$ cat config.mk
export PLATFORM = sky130hd
export DESIGN_NAME = npu_job_sequencer_flat
export DESIGN_NICKNAME = d
export VERILOG_FILES = /design/src/rtl/npu_job_sequencer_if.sv /design/src/rtl/npu_job_sequencer.sv /design/src/flat_wrapper.sv
export SDC_FILE = /design/constraint.sdc
export NUM_CORES = 1
export LEC_CHECK = 0
export CAP_MARGIN = 25
export CORE_UTILIZATION = 51
export DETAILED_ROUTE_END_ITERATION = 8
export HOLD_SLACK_MARGIN = 0.12
export PLACE_DENSITY = 0.9
export SKIP_CTS_REPAIR_TIMING = 1
export SLEW_MARGIN = 30
export SYNTH_ARGS = -nofsm -noshare
export SYNTH_HDL_FRONTEND = slang
export SYNTH_SLANG_ARGS = --single-unit
$ cat constraint.sdc
create_clock -name clk -period 4.9 [get_ports clk]
set_input_delay 1.225 -clock clk [delete_from_list [all_inputs] [get_ports clk]]
set_output_delay 1.225 -clock clk [all_outputs]
set_load 0.02 [all_outputs]
$ cat src/rtl/npu_job_sequencer_if.sv
// Handshake bundle around the NPU job sequencer: job descriptor in, result record out,
// and the MMIO master port toward the NPU register block.
interface npu_job_sequencer_if #(
  parameter int ADDR_WIDTH = 8
);
  logic                  job_valid;
  logic                  job_ready;
  logic [31:0]           job_prompt_len;
  logic [31:0]           job_gen_len;
  logic [31:0]           job_k_tile;

  logic                  res_valid;
  logic                  res_ready;
  logic [1:0]            res_code;
  logic [31:0]           res_tokens;
  logic [31:0]           res_cycles;
  logic [31:0]           res_stall_in;
  logic [31:0]           res_stall_out;

  logic                  mmio_wr_en;
  logic                  mmio_rd_en;
  logic [ADDR_WIDTH-1:0] mmio_addr;
  logic [31:0]           mmio_wdata;
  logic [31:0]           mmio_rdata;
  logic                  mmio_ready;

  logic                  busy;

  modport master (
    input  job_valid, job_prompt_len, job_gen_len, job_k_tile,
    input  res_ready, mmio_rdata, mmio_ready,
    output job_ready, res_valid, res_code,
    output res_tokens, res_cycles, res_stall_in, res_stall_out,
    output mmio_wr_en, mmio_rd_en, mmio_addr, mmio_wdata, busy
  );

  modport slave (
    output job_valid, job_prompt_len, job_gen_len, job_k_tile,
    output res_ready, mmio_rdata, mmio_ready,
    input  job_ready, res_valid, res_code,
    input  res_tokens, res_cycles, res_stall_in, res_stall_out,
    input  mmio_wr_en, mmio_rd_en, mmio_addr, mmio_wdata, busy
  );
endinterface

$ cat src/rtl/npu_job_sequencer.sv
// Runs one NPU inference job end to end: program registers, START, poll STATUS,
// read back performance counters and hand a single result record to the host.
module npu_job_sequencer #(
  parameter int ADDR_WIDTH    = 8,
  parameter int POLL_INTERVAL = 4,
  parameter int TIMEOUT_POLLS = 1024
) (
  input  logic                clk,
  input  logic                rst_n,
  npu_job_sequencer_if.master bus
);

  localparam int WAIT_W = (POLL_INTERVAL > 1) ? $clog2(POLL_INTERVAL) : 1;
  localparam int POLL_W = (TIMEOUT_POLLS > 1) ? $clog2(TIMEOUT_POLLS) : 1;

  localparam logic [WAIT_W-1:0] WAIT_LAST = WAIT_W'(POLL_INTERVAL - 1);
  localparam logic [POLL_W-1:0] POLL_LAST = POLL_W'(TIMEOUT_POLLS - 1);

  localparam logic [ADDR_WIDTH-1:0] REG_CONTROL        = ADDR_WIDTH'(8'h00);
  localparam logic [ADDR_WIDTH-1:0] REG_STATUS         = ADDR_WIDTH'(8'h04);
  localparam logic [ADDR_WIDTH-1:0] REG_PROMPT_LEN     = ADDR_WIDTH'(8'h08);
  localparam logic [ADDR_WIDTH-1:0] REG_GEN_LEN        = ADDR_WIDTH'(8'h0C);
  localparam logic [ADDR_WIDTH-1:0] REG_DONE_TOKENS    = ADDR_WIDTH'(8'h10);
  localparam logic [ADDR_WIDTH-1:0] REG_PERF_CYCLES    = ADDR_WIDTH'(8'h18);
  localparam logic [ADDR_WIDTH-1:0] REG_PERF_STALL_IN  = ADDR_WIDTH'(8'h20);
  localparam logic [ADDR_WIDTH-1:0] REG_PERF_STALL_OUT = ADDR_WIDTH'(8'h24);
  localparam logic [ADDR_WIDTH-1:0] REG_CFG_K_TILE     = ADDR_WIDTH'(8'h28);

  localparam logic [31:0] CTRL_START = 32'h1;
  localparam logic [31:0] CTRL_RESET = 32'h2;

  localparam int STAT_DONE  = 1;
  localparam int STAT_ERROR = 2;

  localparam logic [1:0] RC_DONE      = 2'd0;
  localparam logic [1:0] RC_NPU_ERROR = 2'd1;
  localparam logic [1:0] RC_TIMEOUT   = 2'd2;
  localparam logic [1:0] RC_REJECT    = 2'd3;

  typedef enum logic [3:0] {
    S_IDLE,
    S_WR_PROMPT,
    S_WR_GEN,
    S_WR_KTILE,
    S_WR_START,
    S_POLL_WAIT,
    S_RD_STATUS,
    S_RD_TOKENS,
    S_RD_CYCLES,
    S_RD_STALL_IN,
    S_RD_STALL_OUT,
    S_WR_ABORT,
    S_RESULT
  } state_t;

  state_t                state;
  logic                  job_ready_q;
  logic                  busy_q;
  logic                  res_valid_q;
  logic [1:0]            res_code_q;
  logic [31:0]           res_tokens_q;
  logic [31:0]           res_cycles_q;
  logic [31:0]           res_stall_in_q;
  logic [31:0]           res_stall_out_q;
  logic                  wr_en_q;
  logic                  rd_en_q;
  logic [ADDR_WIDTH-1:0] addr_q;
  logic [31:0]           wdata_q;
  logic [31:0]           gen_len_q;
  logic [31:0]           k_tile_q;
  logic [WAIT_W-1:0]     wait_cnt;
  logic [POLL_W-1:0]     poll_cnt;

  assign bus.job_ready     = job_ready_q;
  assign bus.busy          = busy_q;
  assign bus.res_valid     = res_valid_q;
  assign bus.res_code      = res_code_q;
  assign bus.res_tokens    = res_tokens_q;
  assign bus.res_cycles    = res_cycles_q;
  assign bus.res_stall_in  = res_stall_in_q;
  assign bus.res_stall_out = res_stall_out_q;
  assign bus.mmio_wr_en    = wr_en_q;
  assign bus.mmio_rd_en    = rd_en_q;
  assign bus.mmio_addr     = addr_q;
  assign bus.mmio_wdata    = wdata_q;

  // Every MMIO state already has its strobe/addr/wdata registered on entry, so a
  // state only waits for mmio_ready and then loads the next access in the same edge.
  always_ff @(posedge clk or negedge rst_n) begin
    if (!rst_n) begin
      state           <= S_IDLE;
      job_ready_q     <= 1'b1;
      busy_q          <= 1'b0;
      res_valid_q     <= 1'b0;
      res_code_q      <= RC_DONE;
      res_tokens_q    <= '0;
      res_cycles_q    <= '0;
      res_stall_in_q  <= '0;
      res_stall_out_q <= '0;
      wr_en_q         <= 1'b0;
      rd_en_q         <= 1'b0;
      addr_q          <= '0;
      wdata_q         <= '0;
      gen_len_q       <= '0;
      k_tile_q        <= '0;
      wait_cnt        <= '0;
      poll_cnt        <= '0;
    end else begin
      case (state)
        S_IDLE: begin
          if (bus.job_valid && job_ready_q) begin
            gen_len_q       <= bus.job_gen_len;
            k_tile_q        <= bus.job_k_tile;
            wait_cnt        <= '0;
            poll_cnt        <= '0;
            res_tokens_q    <= '0;
            res_cycles_q    <= '0;
            res_stall_in_q  <= '0;
            res_stall_out_q <= '0;
            job_ready_q     <= 1'b0;
            busy_q          <= 1'b1;
            // An empty prompt or generation request never touches the NPU.
            if ((bus.job_prompt_len == 32'd0) || (bus.job_gen_len == 32'd0)) begin
              res_code_q  <= RC_REJECT;
              res_valid_q <= 1'b1;
              state       <= S_RESULT;
            end else begin
              res_code_q <= RC_DONE;
              wr_en_q    <= 1'b1;
              addr_q     <= REG_PROMPT_LEN;
              wdata_q    <= bus.job_prompt_len;
              state      <= S_WR_PROMPT;
            end
          end
        end

        S_WR_PROMPT: begin
          if (bus.mmio_ready) begin
            addr_q  <= REG_GEN_LEN;
            wdata_q <= gen_len_q;
            state   <= S_WR_GEN;
          end
        end

        S_WR_GEN: begin
          if (bus.mmio_ready) begin
            addr_q  <= REG_CFG_K_TILE;
            wdata_q <= k_tile_q;
            state   <= S_WR_KTILE;
          end
        end

        S_WR_KTILE: begin
          if (bus.mmio_ready) begin
            addr_q  <= REG_CONTROL;
            wdata_q <= CTRL_START;
            state   <= S_WR_START;
          end
        end

        S_WR_START: begin
          if (bus.mmio_ready) begin
            wr_en_q  <= 1'b0;
            addr_q   <= '0;
            wdata_q  <= '0;
            wait_cnt <= '0;
            state    <= S_POLL_WAIT;
          end
        end

        S_POLL_WAIT: begin
          if (wait_cnt == WAIT_LAST) begin
            wait_cnt <= '0;
            rd_en_q  <= 1'b1;
            addr_q   <= REG_STATUS;
            state    <= S_RD_STATUS;
          end else begin
            wait_cnt <= wait_cnt + WAIT_W'(1);
          end
        end

        // ERROR wins over DONE; either way the counters are still read back.
        S_RD_STATUS: begin
          if (bus.mmio_ready) begin
            if (bus.mmio_rdata[STAT_ERROR]) begin
              res_code_q <= RC_NPU_ERROR;
              addr_q     <= REG_DONE_TOKENS;
              state      <= S_RD_TOKENS;
            end else if (bus.mmio_rdata[STAT_DONE]) begin
              res_code_q <= RC_DONE;
              addr_q     <= REG_DONE_TOKENS;
              state      <= S_RD_TOKENS;
            end else if (poll_cnt == POLL_LAST) begin
              rd_en_q <= 1'b0;
              wr_en_q <= 1'b1;
              addr_q  <= REG_CONTROL;
              wdata_q <= CTRL_RESET;
              state   <= S_WR_ABORT;
            end else begin
              poll_cnt <= poll_cnt + POLL_W'(1);
              rd_en_q  <= 1'b0;
              addr_q   <= '0;
              state    <= S_POLL_WAIT;
            end
          end
        end

        S_RD_TOKENS: begin
          if (bus.mmio_ready) begin
            res_tokens_q <= bus.mmio_rdata;
            addr_q       <= REG_PERF_CYCLES;
            state        <= S_RD_CYCLES;
          end
        end

        S_RD_CYCLES: begin
          if (bus.mmio_ready) begin
            res_cycles_q <= bus.mmio_rdata;
            addr_q       <= REG_PERF_STALL_IN;
            state        <= S_RD_STALL_IN;
          end
        end

        S_RD_STALL_IN: begin
          if (bus.mmio_ready) begin
            res_stall_in_q <= bus.mmio_rdata;
            addr_q         <= REG_PERF_STALL_OUT;
            state          <= S_RD_STALL_OUT;
          end
        end

        S_RD_STALL_OUT: begin
          if (bus.mmio_ready) begin
            res_stall_out_q <= bus.mmio_rdata;
            rd_en_q         <= 1'b0;
            addr_q          <= '0;
            res_valid_q     <= 1'b1;
            state           <= S_RESULT;
          end
        end

        S_WR_ABORT: begin
          if (bus.mmio_ready) begin
            wr_en_q         <= 1'b0;
            addr_q          <= '0;
            wdata_q         <= '0;
            res_code_q      <= RC_TIMEOUT;
            res_tokens_q    <= '0;
            res_cycles_q    <= '0;
            res_stall_in_q  <= '0;
            res_stall_out_q <= '0;
            res_valid_q     <= 1'b1;
            state           <= S_RESULT;
          end
        end

        S_RESULT: begin
          if (bus.res_ready) begin
            res_valid_q <= 1'b0;
            job_ready_q <= 1'b1;
            busy_q      <= 1'b0;
            state       <= S_IDLE;
          end
        end

        default: begin
          wr_en_q     <= 1'b0;
          rd_en_q     <= 1'b0;
          res_valid_q <= 1'b0;
          job_ready_q <= 1'b1;
          busy_q      <= 1'b0;
          state       <= S_IDLE;
        end
      endcase
    end
  end

endmodule

$ cat src/flat_wrapper.sv
// flat-port wrapper written by rule: the top's interface ports become plain ports
module npu_job_sequencer_flat 
#(
  parameter int ADDR_WIDTH    = 8,
  parameter int POLL_INTERVAL = 4,
  parameter int TIMEOUT_POLLS = 1024
)
  (clk, rst_n, bus_job_valid, bus_job_prompt_len, bus_job_gen_len, bus_job_k_tile, bus_res_ready, bus_mmio_rdata, bus_mmio_ready, bus_job_ready, bus_res_valid, bus_res_code, bus_res_tokens, bus_res_cycles, bus_res_stall_in, bus_res_stall_out, bus_mmio_wr_en, bus_mmio_rd_en, bus_mmio_addr, bus_mmio_wdata, bus_busy);
  npu_job_sequencer_if #(.ADDR_WIDTH(ADDR_WIDTH)) bus_i ();
  input  logic clk;
  input  logic rst_n;
  input wire logic [$bits(bus_i.job_valid)-1:0] bus_job_valid;
  input wire logic [$bits(bus_i.job_prompt_len)-1:0] bus_job_prompt_len;
  input wire logic [$bits(bus_i.job_gen_len)-1:0] bus_job_gen_len;
  input wire logic [$bits(bus_i.job_k_tile)-1:0] bus_job_k_tile;
  input wire logic [$bits(bus_i.res_ready)-1:0] bus_res_ready;
  input wire logic [$bits(bus_i.mmio_rdata)-1:0] bus_mmio_rdata;
  input wire logic [$bits(bus_i.mmio_ready)-1:0] bus_mmio_ready;
  output wire logic [$bits(bus_i.job_ready)-1:0] bus_job_ready;
  output wire logic [$bits(bus_i.res_valid)-1:0] bus_res_valid;
  output wire logic [$bits(bus_i.res_code)-1:0] bus_res_code;
  output wire logic [$bits(bus_i.res_tokens)-1:0] bus_res_tokens;
  output wire logic [$bits(bus_i.res_cycles)-1:0] bus_res_cycles;
  output wire logic [$bits(bus_i.res_stall_in)-1:0] bus_res_stall_in;
  output wire logic [$bits(bus_i.res_stall_out)-1:0] bus_res_stall_out;
  output wire logic [$bits(bus_i.mmio_wr_en)-1:0] bus_mmio_wr_en;
  output wire logic [$bits(bus_i.mmio_rd_en)-1:0] bus_mmio_rd_en;
  output wire logic [$bits(bus_i.mmio_addr)-1:0] bus_mmio_addr;
  output wire logic [$bits(bus_i.mmio_wdata)-1:0] bus_mmio_wdata;
  output wire logic [$bits(bus_i.busy)-1:0] bus_busy;
  assign bus_i.job_valid = bus_job_valid;
  assign bus_i.job_prompt_len = bus_job_prompt_len;
  assign bus_i.job_gen_len = bus_job_gen_len;
  assign bus_i.job_k_tile = bus_job_k_tile;
  assign bus_i.res_ready = bus_res_ready;
  assign bus_i.mmio_rdata = bus_mmio_rdata;
  assign bus_i.mmio_ready = bus_mmio_ready;
  assign bus_job_ready = bus_i.job_ready;
  assign bus_res_valid = bus_i.res_valid;
  assign bus_res_code = bus_i.res_code;
  assign bus_res_tokens = bus_i.res_tokens;
  assign bus_res_cycles = bus_i.res_cycles;
  assign bus_res_stall_in = bus_i.res_stall_in;
  assign bus_res_stall_out = bus_i.res_stall_out;
  assign bus_mmio_wr_en = bus_i.mmio_wr_en;
  assign bus_mmio_rd_en = bus_i.mmio_rd_en;
  assign bus_mmio_addr = bus_i.mmio_addr;
  assign bus_mmio_wdata = bus_i.mmio_wdata;
  assign bus_busy = bus_i.busy;
  npu_job_sequencer #(.ADDR_WIDTH(ADDR_WIDTH), .POLL_INTERVAL(POLL_INTERVAL), .TIMEOUT_POLLS(TIMEOUT_POLLS)) u_core (.clk(clk), .rst_n(rst_n), .bus(bus_i));
endmodule
After elaboration in Yosys (flattened, before gate mapping)

Index checks and enable logic that the tools add are counted.

Add/sub/neg operators: 2
Equality and inequality tests: 37
Multiplexer cells: 87
Bitwise gates (word level): 4
Reductions and logical operators: 36

Operators with widths:

| cell                                                                  | number |
|---|---|
| 32-bit two-way mux                                                    | 12 |
| 32-bit one-hot mux with 3 select lines                                | 4 |
| 32-bit one-hot mux with 6 select lines                                | 1 |
| 8-bit two-way mux                                                     | 11 |
| 8-bit one-hot mux with 9 select lines                                 | 1 |
| 32-bit logical NOT                                                    | 2 |
| 4-bit two-way mux                                                     | 16 |
| 10-bit two-way mux                                                    | 5 |
| 4-bit one-hot mux with 12 select lines                                | 1 |
| 2-bit != test, second input constant                                  | 15 |
| 11-bit AND reduction                                                  | 2 |
| 4-bit equality test, second input constant                            | 5 |
| 10-bit one-hot mux with 2 select lines                                | 1 |
| 1-bit two-way mux                                                     | 18 |
| 2-bit two-way mux                                                     | 9 |
| 3-bit nonzero test                                                    | 6 |
| 9-bit OR reduction                                                    | 2 |
| 4-bit by 3-bit equality test with 1-bit output, second input constant | 4 |
| 4-bit AND reduction                                                   | 4 |
| 2-bit by 1-bit != test with 1-bit output, second input constant       | 7 |
| 1-bit one-hot mux with 4 select lines                                 | 3 |
| 2-bit one-hot mux with 3 select lines                                 | 2 |
| 12-bit AND reduction                                                  | 1 |
| 6-bit AND reduction                                                   | 2 |
| 24 further kinds                                                      | 32 |

Flip-flop bits (word level): 255
Bits of input ports: 133

Depth between registers and ports, before layout

Gate-level depths: netlist of run 1.

Depth in word-level cells: 6
Mapped depth: 9

Worst setup path before layout of run 1

OpenSTA, ideal clock, no wires.

Path kind: input to register
Start point: in bus_mmio_rdata[2]
End point: reg u_core.wdata_q[0], in the netlist u_core.bus.mmio_wdata[0]
Setup time: 0.127 ns
Arrival: 2.737 ns
Data required time: 4.773 ns
Setup slack: 2.035 ns
Cell stages on the path: 6
Path buffers: 1
Path through: or2_1 or4_4 a22oi_2 o211a_1 buf_6 mux2_1

Cells in the longest elaborated chain, start to end: 2

RTL lines:

| what                                  | line                     | source |
|---|---|---|
| from (decl)                           | flat_wrapper.sv:17       | `input wire logic [$bits(bus_i.mmio_rdata)-1:0] bus_mmio_rdata;` |
| 2-bit != test (no source line)        | -                        |  |
| 11-bit AND reduction (no source line) | -                        |  |
| to (signal assigned)                  | npu_job_sequencer.sv:131 | `wdata_q <= bus.job_prompt_len;` |
| to (signal assigned)                  | npu_job_sequencer.sv:140 | `wdata_q <= gen_len_q;` |
| to (signal assigned)                  | npu_job_sequencer.sv:148 | `wdata_q <= k_tile_q;` |
| to (decl)                             | npu_job_sequencer.sv:68  | `logic [31:0] wdata_q;` |

No other way between the ends.
A chain may end at the register's enable or synchronous reset.

Worst setup path in the final report of run 1

Start point: in bus_mmio_rdata[2]
End point: reg u_core.wdata_q[14], in the netlist u_core.bus.mmio_wdata[14]

The elaborated chain is that of the path after synthesis.

==> results_dict.tcl, run 1 <==
set metrics [dict create \
    outcome "complete, no violations" \
    whs_path_depth 2 \
    synth_edf_count 0 \
    path_class "in -> reg" \
    rrSetupSlack_ns 1.88 \
    n_antenna_cell 0 \
    fmax_mhz 287 \
    place_hpwl_um 23100 \
    utilization_pct 71.8 \
    power_mw 7.44 \
    synth.avg_cell_area_um2 10.2 \
    tightest_slew_ns 0.956 \
    hold_viol 0 \
    first_pass_iters 6 \
    path_max_fanout 18 \
    synthCells 1085 \
    whs_ns 0.483 \
    gp_congestion 0.977 \
    fin_crit_ns 3.48 \
    maxSlewViolCount 0 \
    wire_per_inst_um 21.1 \
    totalWireLength_um 34800 \
    grt_pass1_vias 9966 \
    cp_slowest_stage_delay_ns 0.60 \
    required_ns 5.33 \
    fin_skew_ns 0.00791 \
    io_pins 308 \
    wl_met2_um 17400 \
    final-setup-viol-count 0 \
    cp-start-kind "primary input" \
    routed-wl-met3_um 3670 \
    worstReg2RegStart "u_core.state[1]$_DFFE_PN0P_" \
    ys_seq_area_share_pct 56.7 \
    period_share_pct 71.1 \
    num_vias 9838 \
    r2r_end "u_core.bus.mmio_wdata[3]$_DFFE_PN0P_" \
    hold_start "u_core.bus.res_tokens[16]$_DFFE_PN0P_" \
    rsz0062_at_grt "no" \
    antenna_found_initial 1 \
    drc 0 \
    cp-end-kind "flip-flop" \
    p_leak_nw 6.37 \
    cap_violations 0 \
    cts_root_buf "clkbuf_16" \
    path_cells "clkdlybuf4s50_1, or2_1, or4_4, a22oi_2, o211a_2, buf_12, mux2i_1" \
    clock_path_buffers 3 \
    synthArstFlopShare_pct 100 \
    dp_cells 1599 \
    io_buffers 303 \
    cp_top_family "simple AND/OR/NAND/NOR gates" \
    die_y_um 149 \
    synthFlopType "dfrtp_1" \
    arrival_ns 3.91 \
    dieArea_um2 22300 \
    synth.distinct_cells 64 \
    clk_latency_ns 0.53 \
    crit_buf_inv 2 \
    setup_tns_ns 0 \
    synth_area_um2 11100 \
    maxUsedRoutingLayer "met5" \
    nets 1487 \
    grt_overflow_total 0 \
    peakVddDrop_mv 0.375 \
    yosys_warnings 0 \
    die_width_um 149 \
    grt_max_degree 108 \
    crit_slowest_cell "o211a_2" \
    htree_levels 1 \
    rows 53 \
    fin_cells 1646 \
    syn_to_final_growth_pct 36.9 \
    antenna_left 0 \
    synth_seq_cells 251 \
    slew_headroom_pct 36.3 \
    clock-sinks 251 \
    coreArea_um2 21200 \
    min_path_type "reg -> reg" \
    min_to "u_core.bus.res_tokens[16]$_DFFE_PN0P_" \
    vias_per_cell 5.98 \
    grt_usage_pct 31.2 \
    start_util_pct 52.4 \
    clk_pin_slew_ns 0.06 \
    cts_tree "built" \
    grt_pass1_wl_um 54100 \
    drive_above_1_share_pct 5.76 \
    wl_met1_um 12400 \
    detail_route.iter0.violations 862 \
    cts_buffers 26 \
    powerDensity_nw_per_um2 490 \
    r2r_cells 6 \
]
cell type report:
type	count	area, um^2
clock inverter	8	129
clock buffer	39	801
tap	275	344
multi-input combinational	717	4290
fill	1389	5970
timing repair buffer	318	3190
sequential	251	6280
inverter	38	143
kinds of logic after synthesis:
logic type	Yosys count	share of synthesized area [%]
AO/OA/AOI/OAI	228	12.9
XOR/XNOR	8	0.632
adder cells (fa/ha/maj)	2	0.226
buffers and inverters	120	5.31
flip-flops	251	56.7
multiplexers	100	9.81
other	1	0.0338
AND/OR/NAND/NOR	375	14.4
worst max-delay path by stage:
stage | slack, ns | startpoint | endpoint | cells after the start
after detailed placement | 0.96 | bus_mmio_rdata[2] | u_core.bus.mmio_wdata[8]$_DFFE_PN0P_ | 7
final | 1.42 | bus_mmio_rdata[2] | u_core.bus.mmio_wdata[14]$_DFFE_PN0P_ | 7
after global placement | 1.06 | bus_mmio_rdata[2] | u_core.bus.mmio_wdata[21]$_DFFE_PN0P_ | 7
after floorplan | 2.04 | bus_mmio_rdata[2] | u_core.bus.mmio_wdata[0]$_DFFE_PN0P_ | 6
after CTS | 1.44 | bus_mmio_rdata[2] | u_core.bus.mmio_wdata[14]$_DFFE_PN0P_ | 7
after global routing | 1.31 | bus_mmio_rdata[2] | u_core.bus.mmio_wdata[14]$_DFFE_PN0P_ | 7
where the power goes:
| group | total (mW) | switching (mW) | leakage (nW) | internal [mW] |
|---|---|---|---|---|
| Clock | 2.11 | 0.826 | 0.448 | 1.29 |
| Combinational | 2.58 | 1.47 | 2.49 | 1.12 |
| Sequential | 2.75 | 0.295 | 3.43 | 2.45 |
| Total | 7.44 | 2.59 | 6.37 | 4.85 |
routing by layer:
layer | global-route usage (%) | vias up
li1 | - | 4289
met1 | 37.2 | 4782
met2 | 53.7 | 665
met3 | 7.62 | 100
met4 | 13.0 | 2
met5 | 0 | -
flip-flops by register name, summed over array words and instances, names as in the netlist:
| signal | flops |
|---|---|
| u_core.bus.busy | 1 |
| u_core.bus.job_ready | 1 |
| u_core.bus.mmio_addr | 4 |
| u_core.bus.mmio_rd_en | 1 |
| u_core.bus.mmio_wdata | 32 |
| u_core.bus.mmio_wr_en | 1 |
| u_core.bus.res_code | 2 |
| u_core.bus.res_cycles | 32 |
| u_core.bus.res_stall_in | 32 |
| u_core.bus.res_stall_out | 32 |
| u_core.bus.res_tokens | 32 |
| u_core.bus.res_valid | 1 |
| u_core.gen_len_q | 32 |
| u_core.k_tile_q | 32 |
| u_core.poll_cnt | 10 |
| u_core.state | 4 |
| u_core.wait_cnt | 2 |
worst reg2reg max path: stages (launching register included):
cell      delay, ns
dfrtp_1        0.87
or2_1          0.37
nor2_1         0.09
a221o_1        0.58
buf_4          0.34
a222oi_1       0.49
mux2i_1        0.14
through the flow:
stage | area [um^2] | setup slack [ns]
after floorplan | 11100 | 2.04
after global placement | 14200 | 1.06
after detailed placement | 14300 | 0.959
after CTS | 15200 | 1.44
after global routing | 15200 | 1.31
final | 15200 | 1.42
cell usage after synthesis, types with 4 or more instances:
library cell    n  area share [%]
a21oi_1        14            0.63
a222oi_1       30             2.7
a22o_1          4            0.32
a31oi_1         4            0.23
buf_2          24             1.1
buf_4          14            0.95
clkbuf_1       39             1.3
dfrtp_1       250              56
inv_1          37             1.3
mux2_1         69             7.0
mux2i_1        31             2.8
nand2_1       277             9.4
nand2b_1        7            0.39
nand3_1         6            0.27
nand4_1         9            0.51
nor2_1         29            0.98
nor3_1          6            0.27
nor4_1         18             1.0
o21ai_0        17            0.77
o21ai_1       125             5.6
o22ai_1         4            0.23
xnor2_1         5            0.39
placed cells by master (no fill, tap or decap), drive strengths merged, types with 5 or more instances in the layout:
master,count
a21oi,14
a222oi,30
xnor2,5
nand2,277
nand4,9
buf,16
nor4,20
nand3,6
inv,39
mux2,69
o21ai,142
nor3,6
nand2b,7
mux2i,31
dfrtp,250
clkdlybuf4s50,302
nor2,30
clkbuf,39
Note: power is estimated with default switching activity, not from simulation.
==> run 2, diff against run 1 <==
--- a/config.mk
+++ b/config.mk
@@ -6,10 +6,10 @@
 export NUM_CORES = 1
 export LEC_CHECK = 0
 export CAP_MARGIN = 25
-export CORE_UTILIZATION = 51
+export CORE_UTILIZATION = 44
 export DETAILED_ROUTE_END_ITERATION = 8
 export HOLD_SLACK_MARGIN = 0.12
-export PLACE_DENSITY = 0.9
+export PLACE_DENSITY = 0.83
 export SKIP_CTS_REPAIR_TIMING = 1
 export SLEW_MARGIN = 30
 export SYNTH_ARGS = -nofsm -noshare
==> constraint.sdc (replaced) <==
create_clock -name clk -period 3.2 [get_ports clk]
set_input_delay 0.8 -clock clk [delete_from_list [all_inputs] [get_ports clk]]
set_output_delay 0.8 -clock clk [all_outputs]
set_load 0.02 [all_outputs]
==> run 2 against run 1 <==
Against the previous run:
- hold slack worse by 0.24 ns
- non-clock buffer count is 26 higher
- utilization is 8.8 points lower
- highest routed layer is now met4
==> results_dict.tcl, run 2 (synthesis gave the netlist of run 1 again) <==
set metrics [dict create \
    peakVddDrop_mv 0.588 \
    p_leak_nw 6.51 \
    grt_usage_pct 26.1 \
    cp_top_family "compound AO/OA/AOI/OAI gates" \
    totalWireLength_um 33400 \
    htree_levels 1 \
    fin_cells 1721 \
    n_antenna_cell 0 \
    clk_latency_ns 0.52 \
    rows 57 \
    powerDensity_nw_per_um2 732 \
    power_mw 11.3 \
    cp-end-kind "flip-flop" \
    outcome "complete, no violations" \
    setup_tns_ns 0 \
    cp-start-kind "flip-flop" \
    rrSetupSlack_ns 0.48 \
    fmax_mhz 367 \
    period_share_pct 85.1 \
    r2r_cells 5 \
    clock-sinks 251 \
    nets 1513 \
    crit_buf_inv 1 \
    grt_overflow_total 0 \
    num_vias 9665 \
    cts_tree "built" \
    die_y_um 161 \
    placed_cell_area_um2 14600 \
    path_max_fanout 20 \
    whs_ns 0.238 \
    rsz0062_at_grt "no" \
    cap_violations 0 \
    fin_crit_ns 2.72 \
    grt_pass1_wl_um 53200 \
    start_util_pct 45.2 \
    antenna_found_initial 0 \
    crit_slowest_cell "dfrtp_1" \
    cts_buffers 26 \
    cts_root_buf "clkbuf_16" \
    min_path_type "in -> async" \
    cp_slowest_stage_delay_ns 0.76 \
    drive_above_1_share_pct 7.30 \
    dp_cells 1674 \
    io_pins 308 \
    tightest_slew_ns 0.890 \
    dieArea_um2 25800 \
    hold_viol 0 \
    worstReg2RegStart "u_core.state[2]$_DFFE_PN0P_" \
    clk_pin_slew_ns 0.06 \
    grt_pass1_vias 9653 \
    detail_route.iter0.violations 1070 \
    path_cells "nor2_1, a221o_1, buf_4, a222oi_1, mux2i_1" \
    final_cell_mix "clkdlybuf4s50_1 (302), nand2_1 (277), dfrtp_1 (250)" \
    coreArea_um2 24500 \
    gp_congestion 0.945 \
    first_pass_iters 8 \
    fin_skew_ns 0.00731 \
    path_class "reg -> reg" \
    syn_to_final_growth_pct 39.4 \
    die_width_um 161 \
    io_buffers 303 \
    arrival_ns 3.10 \
    vias_per_cell 5.62 \
    final-setup-viol-count 0 \
    clock_path_buffers 3 \
    required_ns 3.58 \
    grt_max_degree 75 \
    final_cell_area_um2 15500 \
    maxSlewViolCount 0 \
    drc 0 \
    place_hpwl_um 23500 \
    antenna_left 0 \
    final_common_cell "clkdlybuf4s50_1" \
    wire_per_inst_um 19.4 \
    slew_headroom_pct 40.6 \
    r2r_end "u_core.bus.mmio_wdata[14]$_DFFE_PN0P_" \
]
## run 2: cell count changes in the layout (fill, tap and decap cells not counted)
cell	before	now
buf_4	12	29
buf_12	3	12
clkbuf_8	8	4
clkinv_2	1	5
clkbuf_1	4	7
a21o_2	1	3
a21o_4	2	0
bufinv_16	3	2
clkinvlp_4	3	2
inv_8	1	0
nor3_2	1	2
nor3_4	1	0
## run 2: power by group
group | switching [mW] | total [mW] | internal, mW
Sequential | 0.420 | 4.17 | 3.75
Combinational | 2.27 | 4.11 | 1.84
Clock | 1.23 | 3.03 | 1.80
## run 2: worst max-delay path by stage
stage | startpoint | endpoint | slack, ns | depth (start not counted)
final | u_core.state[2]$_DFFE_PN0P_ | u_core.bus.mmio_wdata[14]$_DFFE_PN0P_ | 0.48 | 5
after global placement | bus_job_prompt_len[24] | u_core.bus.mmio_wdata[11]$_DFFE_PN0P_ | 0.05 | 7
after floorplan | bus_mmio_rdata[2] | u_core.bus.mmio_wdata[0]$_DFFE_PN0P_ | 0.76 | 6
after detailed placement | bus_job_prompt_len[24] | u_core.bus.mmio_wdata[7]$_DFFE_PN0P_ | 0.05 | 7
after global routing | u_core.state[2]$_DFFE_PN0P_ | u_core.bus.mmio_wdata[14]$_DFFE_PN0P_ | 0.38 | 5
after CTS | u_core.state[2]$_DFFE_PN0P_ | u_core.bus.mmio_wdata[14]$_DFFE_PN0P_ | 0.54 | 5
## run 2: layout make-up
type,instances,area (um^2)
clock buffers,38,757
clock inverters,9,100
fillers,1885,9070
inverters,38,143
multi-input cells,717,4280
flip-flops and latches,251,6280
well taps,324,405
repair buffers,344,3500
## run 2: metal layers
metal	track usage [%]	share of wire, %	vias to the layer above
met2	44.6	48	569
li1	-	-	4343
met4	8.75	3.5	0
met1	32.2	38	4676
met3	6.61	10	77
met5	0	0	-
## run 2: worst reg2reg max path, stage by stage (launching register included)
cell	delay, ns
dfrtp_1	0.76
nor2_1	0.22
a221o_1	0.64
buf_4	0.34
a222oi_1	0.46
mux2i_1	0.15
## run 2: stage by stage
step                      setup slack, ns  util, %
after global placement             0.0538     59.5
after global routing                0.378     63.0
final                               0.477     63.0
after floorplan                     0.760        -
after CTS                           0.537     63.0
after detailed placement           0.0545     59.5
==> run 3, diff against run 2 <==
--- a/config.mk
+++ b/config.mk
@@ -6,10 +6,12 @@
 export NUM_CORES = 1
 export LEC_CHECK = 0
 export CAP_MARGIN = 25
-export CORE_UTILIZATION = 44
+export CORE_UTILIZATION = 48
 export DETAILED_ROUTE_END_ITERATION = 8
 export HOLD_SLACK_MARGIN = 0.12
-export PLACE_DENSITY = 0.83
+export PLACE_DENSITY = 0.86
+export RECOVER_POWER = 100
+export REMOVE_ABC_BUFFERS = 1
 export SKIP_CTS_REPAIR_TIMING = 1
 export SLEW_MARGIN = 30
 export SYNTH_ARGS = -nofsm -noshare
==> constraint.sdc (replaced) <==
create_clock -name clk -period 2.9 [get_ports clk]
set_input_delay 0.725 -clock clk [delete_from_list [all_inputs] [get_ports clk]]
set_output_delay 0.725 -clock clk [all_outputs]
set_load 0.02 [all_outputs]
==> run 3 against run 2 <==
Against the previous run:
- the flow now finishes with violations (design-rule violations, max-capacitance violations, max-slew violations)
- critical path depth is 3 higher
- clock skew grew 0.0031 ns
- utilization up 4.5 points
- first-iteration DRC count decreased by 8.7%
- combinational power rose by 3%
- final cell count decreased by 2.5%
- critical path type is now in -> reg
- critical endpoint is now u_core.bus.mmio_wdata[5]$_DFFE_PN0P_
- highest routed layer unchanged
==> results_dict.tcl, run 3 (synthesis gave the netlist of run 1 again) <==
set metrics [dict create \
    outcome "finished, violations left" \
    violations "design-rule violations, max-capacitance violations, max-slew violations" \
    grt_util_met3_pct 6.20 \
    grtUsageMet2_pct 47.0 \
    maxSlewViolCount 62 \
    antenna_left 0 \
    p_int_mw 8.00 \
    start_util_pct 49.0 \
    seq_power_share_pct 37.2 \
    cts_tree "built" \
    grt_max_degree 74 \
    first_pass_iters 9 \
    power.clock.fraction_pct 28.2 \
    required_ns 3.33 \
    dieArea_um2 23700 \
    rsz0062_at_grt "no" \
    clk_pin_slew_ns 0.06 \
    antenna_found_initial 0 \
    peakVddDrop_mv 0.641 \
    die_y_um 154 \
    path_class "in -> reg" \
    cp-end-kind "flip-flop" \
    rows 55 \
    p_switching_mw 4.22 \
    period_share_pct 90.6 \
    cts_buffers 26 \
    drive_above_1_share_pct 6.39 \
    drc 1 \
    fmax_mhz 381 \
    vias_per_cell 5.67 \
    slew_headroom_pct -5.51 \
    grt_pass1_vias 9563 \
    grt_pass1_wl_um 51600 \
    final_cell_area_um2 15300 \
    switching_share_pct 34.6 \
    use_met1_pct 34.7 \
    grt_overflow_total 0 \
    clock_path_buffers 3 \
    dp_slack_ns -0.155 \
    io_buffers 303 \
    fin_crit_ns 2.63 \
    final_common_cell "nand2_1" \
    cts_root_buf "clkbuf_16" \
    arrival_ns 3.06 \
    cp-start-kind "primary input" \
    wire_per_inst_um 19.4 \
    path_max_fanout 30 \
    grt_usage_pct 27.5 \
    min_path_type "reg -> reg" \
    clk_latency_ns 0.53 \
    htree_levels 1 \
    nets 1510 \
    p_comb_share_pct 34.6 \
    num_vias 9522 \
    tightest_slew_ns 1.58 \
    detail_route.iter0.violations 977 \
    cap_violations 1 \
    powerDensity_nw_per_um2 800 \
    hold_viol 0 \
    syn_to_final_growth_pct 37.8 \
    final_cell_mix "nand2_1 (277), dfrtp_1 (250), dlygate4sd3_1 (174)" \
    die_width_um 154 \
    n_antenna_cell 0 \
    io_pins 308 \
    timing.final.ws_setup_ns 0.273 \
    clock-sinks 251 \
    gp_congestion 0.888 \
    fin_skew_ns 0.0104 \
    setup_tns_ns 0 \
    totalWireLength_um 32600 \
    placed_cell_area_um2 14500 \
    busiest_layer "met2" \
    utilization_pct 67.5 \
    coreArea_um2 22600 \
    final-setup-viol-count 0 \
    place_hpwl_um 22200 \
    p_leak_nw 7.04 \
]
-- run 3: worst max-delay path, cell delays in order --
cell,delay [ns]
dlygate4sd3_1,0.58
nor4_1,0.35
buf_4,0.17
nand4_1,0.20
o22a_1,0.31
o211a_2,0.30
buf_12,0.19
mux2i_1,0.22
-- run 3: layout make-up --
type	count	area (um^2)
clock buffers	37	722
clock inverters	9	164
fillers	1646	7360
inverters	38	143
multi-input cells	717	4270
flip-flops and latches	251	6280
well taps	285	357
repair buffers	341	3340
-- run 3: final timing paths --
kind | cells past startpoint | to | slack (ns) | startpoint
worst max register to register | 4 | u_core.k_tile_q[4]$_DFFE_PN0P_ | 0.31 | u_core.state[0]$_DFFE_PN0P_
worst min register to register | 2 | u_core.bus.res_cycles[2]$_DFFE_PN0P_ | 0.47 | u_core.bus.res_cycles[2]$_DFFE_PN0P_
max in group asynchronous | 2 | u_core.bus.res_stall_in[12]$_DFFE_PN0P_ | 0.65 | rst_n
min in group asynchronous | 1 | u_core.wait_cnt[0]$_DFFE_PN0P_ | 0.59 | rst_n
worst max-delay path | 8 | u_core.bus.mmio_wdata[5]$_DFFE_PN0P_ | 0.27 | bus_job_prompt_len[24]
worst min-delay path | 2 | u_core.bus.res_cycles[2]$_DFFE_PN0P_ | 0.47 | u_core.bus.res_cycles[2]$_DFFE_PN0P_
-- run 3: power by group through the flow --
stage | registers (mW) | logic, mW | clock network, mW
floorplan | 5.07 | 1.89 | 0
global placement | 4.57 | 4.28 | 0
detailed placement | 4.60 | 4.39 | 0
CTS | 4.55 | 4.43 | 3.51
global route | 4.61 | 4.53 | 3.65
finish | 4.55 | 4.23 | 3.45
-- run 3: metrics by stage --
step           hold slack, ns  cells  power (mW)
5_1_grt                 0.489   1678        12.8
6_report                0.473   1678        12.2
3_5_place_dp            0.474   1632        8.99
2_1_floorplan           0.429   1006        6.96
3_3_place_gp            0.462   1632        8.85
4_1_cts                 0.131   1678        12.5
-- run 3: layer usage --
| metal | vias to the layer above | routed length [um] |
|---|---|---|
| met5 | - | 0 |
| met4 | 0 | 890 |
| met3 | 67 | 3010 |
| met2 | 524 | 15900 |
| met1 | 4583 | 12800 |
| li1 | 4348 | - |
==> edit 1: new RTL, flow settings as in run 2 <==
Make the reset (`rst_n`) synchronous in one clocked block.
--- a/src/rtl/npu_job_sequencer.sv
+++ b/src/rtl/npu_job_sequencer.sv
@@ -88,3 +88,3 @@
   // state only waits for mmio_ready and then loads the next access in the same edge.
-  always_ff @(posedge clk or negedge rst_n) begin
+  always_ff @(posedge clk) begin
     if (!rst_n) begin
Behaviour: differs if rst_n is asserted again (counterexample within 4 cycles, from zero or initial values and one cycle with rst_n low); with rst_n held inactive, the same outputs for 4 cycles.
==> edit 1 against run 2 <==
  * Synthesized area fell by 1.8%
  * Setup slack improved by 140 ps
  * Cell count rose by 11%
  * Power fell by 14%
  * Routed wire length rose by 9.0%
  * Critical path depth rose by 2
  * Worst hold slack improved by 210 ps
  * Cell area fell by 1.8%
  * Sequential cell count did not move
  * Via count rose by 14%
  * Critical path type unchanged
  * Critical endpoint is now u_core.bus.mmio_wdata[14]
==> edit 1: results (changes against run 2) <==
Finish
  • Post-layout util: 62.4% (-0.57 points)
  • Diode count: 1 (+1)
  • Share of layout cells above drive strength 1: 7.06% (-0.24 points)
  • Fillers: 2049 (+8.7%)
  • Seq Cell Count: 251 (unchanged)
  • Non-clk invs: 8 (-79%)
  • Non-clock buffer share: 22.6% (about the same)
  • Clock network area share: 6.59% (+1.0 points)
  • Multi-In Gates: 937 (+31%)

Routing
  • Metal-1 WL: 14.5 mm (+14%)
  • Vias per cell: 5.75 (+2.4%)
  • Met2 WL post-DR: 16.8 mm (+4.0%)
  • Drt initial violations: 1158 (+8.2%)

Pwr
  • Max IR drop VDD: 0.387 mV (-34%)

Die
  • Core area: 24300 um^2 (-0.87%)

Synth
  • Mux cell area share after synthesis: 6.16% (-3.6 points)
  • Async SR Flop Fraction: 0% (-100 points)
  • Post-Synth XOR/XNOR Area: 0.161% (-0.47 points)
  • Compound-Gate Fraction of Synth Area: 16.7% (+3.9 points)
  • Post-synthesis adder-cell area fraction: 0.230% (+0.0041 points)
  • Main synth FF type: dfxtp_1

STA
  • Fin Hold WS: 447 ps (+209 ps)

Global routing
  • GR Layer Usage met1: 34.3% (+2.1 points)
  • Met2 Use GR: 46.1% (+1.5 points)

Outcome
  • Status: completed

Place
  • Gpl congestion: 0.960 (+1.6%)

Hold path
  • Hold WC Path Type: flip-flop to flip-flop

Worst setup path
  • R2R Setup Slk: 610 ps (+140 ps)
edit 1: path summary, 6_finish.rpt:
path              cells after the start                startpoint                         to
setup / recovery                      7           u_core.state[1]  u_core.bus.mmio_wdata[14]
setup reg to reg                      7           u_core.state[1]  u_core.bus.mmio_wdata[14]
hold reg to reg                       2  u_core.bus.res_tokens[0]   u_core.bus.res_tokens[0]
hold / removal                        2  u_core.bus.res_tokens[0]   u_core.bus.res_tokens[0]
edit 1: power groups by stage:
stage / clock (W) / combinational (W) / sequential (W)
after floorplan: 0 / 0.00161 / 0.00367
after global placement: 0 / 0.00273 / 0.00356
after detailed placement: 0 / 0.00276 / 0.00357
after CTS: 0.00350 / 0.00277 / 0.00351
after global routing: 0.00362 / 0.00295 / 0.00353
final: 0.00344 / 0.00279 / 0.00351
edit 1: critical path, delay by kind of cell (launching register included):
kind / cells / cell delay (ps)
compound gates: 3 / 550
simple gates: 1 / 540
mux: 1 / 230
flops: 1 / 570
buf+inv: 2 / 570
==> edit 2: new RTL, flow settings as in run 2 <==
Without the edit above. `POLL_INTERVAL` is set to 4 in 2 places; all go to 8.
--- a/src/rtl/npu_job_sequencer.sv
+++ b/src/rtl/npu_job_sequencer.sv
@@ -4,3 +4,3 @@
   parameter int ADDR_WIDTH    = 8,
-  parameter int POLL_INTERVAL = 4,
+  parameter int POLL_INTERVAL = 8,
   parameter int TIMEOUT_POLLS = 1024
--- a/src/flat_wrapper.sv
+++ b/src/flat_wrapper.sv
@@ -4,3 +4,3 @@
   parameter int ADDR_WIDTH    = 8,
-  parameter int POLL_INTERVAL = 4,
+  parameter int POLL_INTERVAL = 8,
   parameter int TIMEOUT_POLLS = 1024
Behaviour: no difference found for any inputs over 4 cycles, from zero or initial values and one cycle with rst_n low; that may be too few to reach the edited logic, so the function may still have changed.
==> edit 2 against run 2 <==
  * Power increased by 31%
  * Sequential share of layout area increased by 0.15 points
  * Non-clock buffer count unchanged
  * Setup slack got worse by 160 ps
  * Count of clock-buffer cells in the layout increased by 2
  * Maximum frequency decreased by 5.6%
  * Die area decreased by 0.48%
  * Worst hold slack got worse by 9.2 ps
  * Synthesized area decreased by 0.49%
  * Combinational power increased by 62%
  * Cell area about the same
  * Sequential cell count increased by 1
  * Routed wire length increased by 1.0%
  * Largest cell class unchanged
  * Highest routed layer unchanged
==> edit 2: results (changes against run 2) <==
Pwr
  • Leakage: 6.63 nW (+1.8%)
  • Clock power frac: 20.4% (-6.4 points)
  • Pwr dens: 960 nW/um^2 (+31%)
  • Seq pwr share: 34.7% (-2.2 points)
  • Max IR drop VDD: 0.545 mV (-7.3%)
  • P_int: 0.00902 W (+22%)

Finish
  • Count of clock buffers in the final design: 40 (+5.3%)
  • Multi-input gate area: 4280 um^2 (+0.20%)
  • Non-filler cells, final: 1854 (+7.7%)
  • Fin nets: 1649 (+9.0%)
  • Fillers: 1970 (+4.5%)
  • Sequential portion of the cell area: 40.8% (+0.15 points)
  • Multi-In Gates: 847 (+18%)
  • Non-clock buffer share: 22.3% (-0.28 points)

Global routing
  • Vias in the first global route: 9792 (+1.4%)
  • Tot GR Track Use: 26.3% (+0.24 points)
  • First-pass GRT wire length: 53.8 mm (+1.2%)

Place
  • HPWL reported at the end of detailed placement: 23.7 mm (+0.50%)
  • Post-Place Cells: 1807 (+7.9%)
  • Gpl congestion: 0.943 (-0.24%)
  • Dpl ws: -249 ps (-303 ps)

Synth
  • Post-synthesis adder-cell area fraction: 0.340% (+0.11 points)
  • Yosys cell types: 59 (-7.8%)
  • Top post-synthesis cells by count: nand2_1 (470), dfrtp_1 (251), o21ai_1 (139)
  • Synthesized instance count: 1218 (+12%)
  • Top cells by area, synth: dfrtp_1 (57%), nand2_1 (16%), o21ai_1 (6.3%), mux2i_1 (2.8%), a222oi_1 (2.7%)
  • Post-Synth XOR/XNOR Area: 0.159% (-0.47 points)
  • Proportion of synthesized chip area in sequential cells: 57.2% (+0.50 points)
  • Compound-Gate Fraction of Synth Area: 13.4% (+0.55 points)

STA
  • Slew headroom: 36.6% (-4.0 points)
  • Layout Skew: 8.46 ps (+1.15 ps)

Routing
  • Drt initial violations: 1123 (+5.0%)
  • Wirelength per Cell: 18.2 um (-6.2%)
  • DRT Pass-1 Iters: 9 (+1)

Worst setup path
  • CP max FO: 7 (-65%)

Die
  • Die Wd: 160 um (-0.24%)

Clock network
  • CTS sink count: 252 (+0.40%)
  • CTS Buf Count: 27 (+3.8%)

Outcome
  • Status: completed
## edit 2: cell types whose count changed after synthesis, sizes merged, moves of 7 or more
cell    change
mux2       -63
a21oi       +7
nand2     +193
buf        -24
o21ai      +10
clkbuf     +23
## edit 2: path summary, 6_finish.rpt
check	startpoint	endpoint	slack (ps)	cells past startpoint
setup / recovery	bus_job_gen_len[31]	u_core.bus.mmio_wdata[25]	310	8
hold / removal	rst_n	u_core.bus.res_cycles[4]	230	1
setup reg to reg	u_core.state[1]	u_core.k_tile_q[2]	560	5
hold reg to reg	u_core.gen_len_q[0]	u_core.gen_len_q[0]	480	2
max in group asynchronous	rst_n	u_core.bus.res_cycles[23]	2070	2
min in group clk	u_core.gen_len_q[0]	u_core.gen_len_q[0]	480	2
## edit 2: worst max-delay path, stage by stage
cell	delay [ps]
clkdlybuf4s50_1	460
nor4_1	680
nand4_1	250
o22ai_1	370
buf_4	230
a211oi_4	140
buf_4	220
mux2i_1	130
## edit 2: per-layer routing
| metal | part of all wire (%) | vias to the layer above | routed length, um | track usage (%) |
|---|---|---|---|---|
| li1 | - | 4686 | - | - |
| met2 | 47 | 580 | 15900 | 43.7 |
| met4 | 3.2 | 0 | 1070 | 9.22 |
| met5 | 0 | - | 0 | 0 |
| met1 | 40 | 4828 | 13400 | 33.8 |
| met3 | 10 | 79 | 3360 | 6.25 |
## edit 2: logic make-up after synthesis
group                      count (synthesis)
other                                      1
adders and majority gates                  3
DFF                                      252
muxes                                     37
AOI/OAI and AO/OA                        240
xor gates and xnor gates                   2
and+or+nand+nor                          561
buffers and inverters                    122
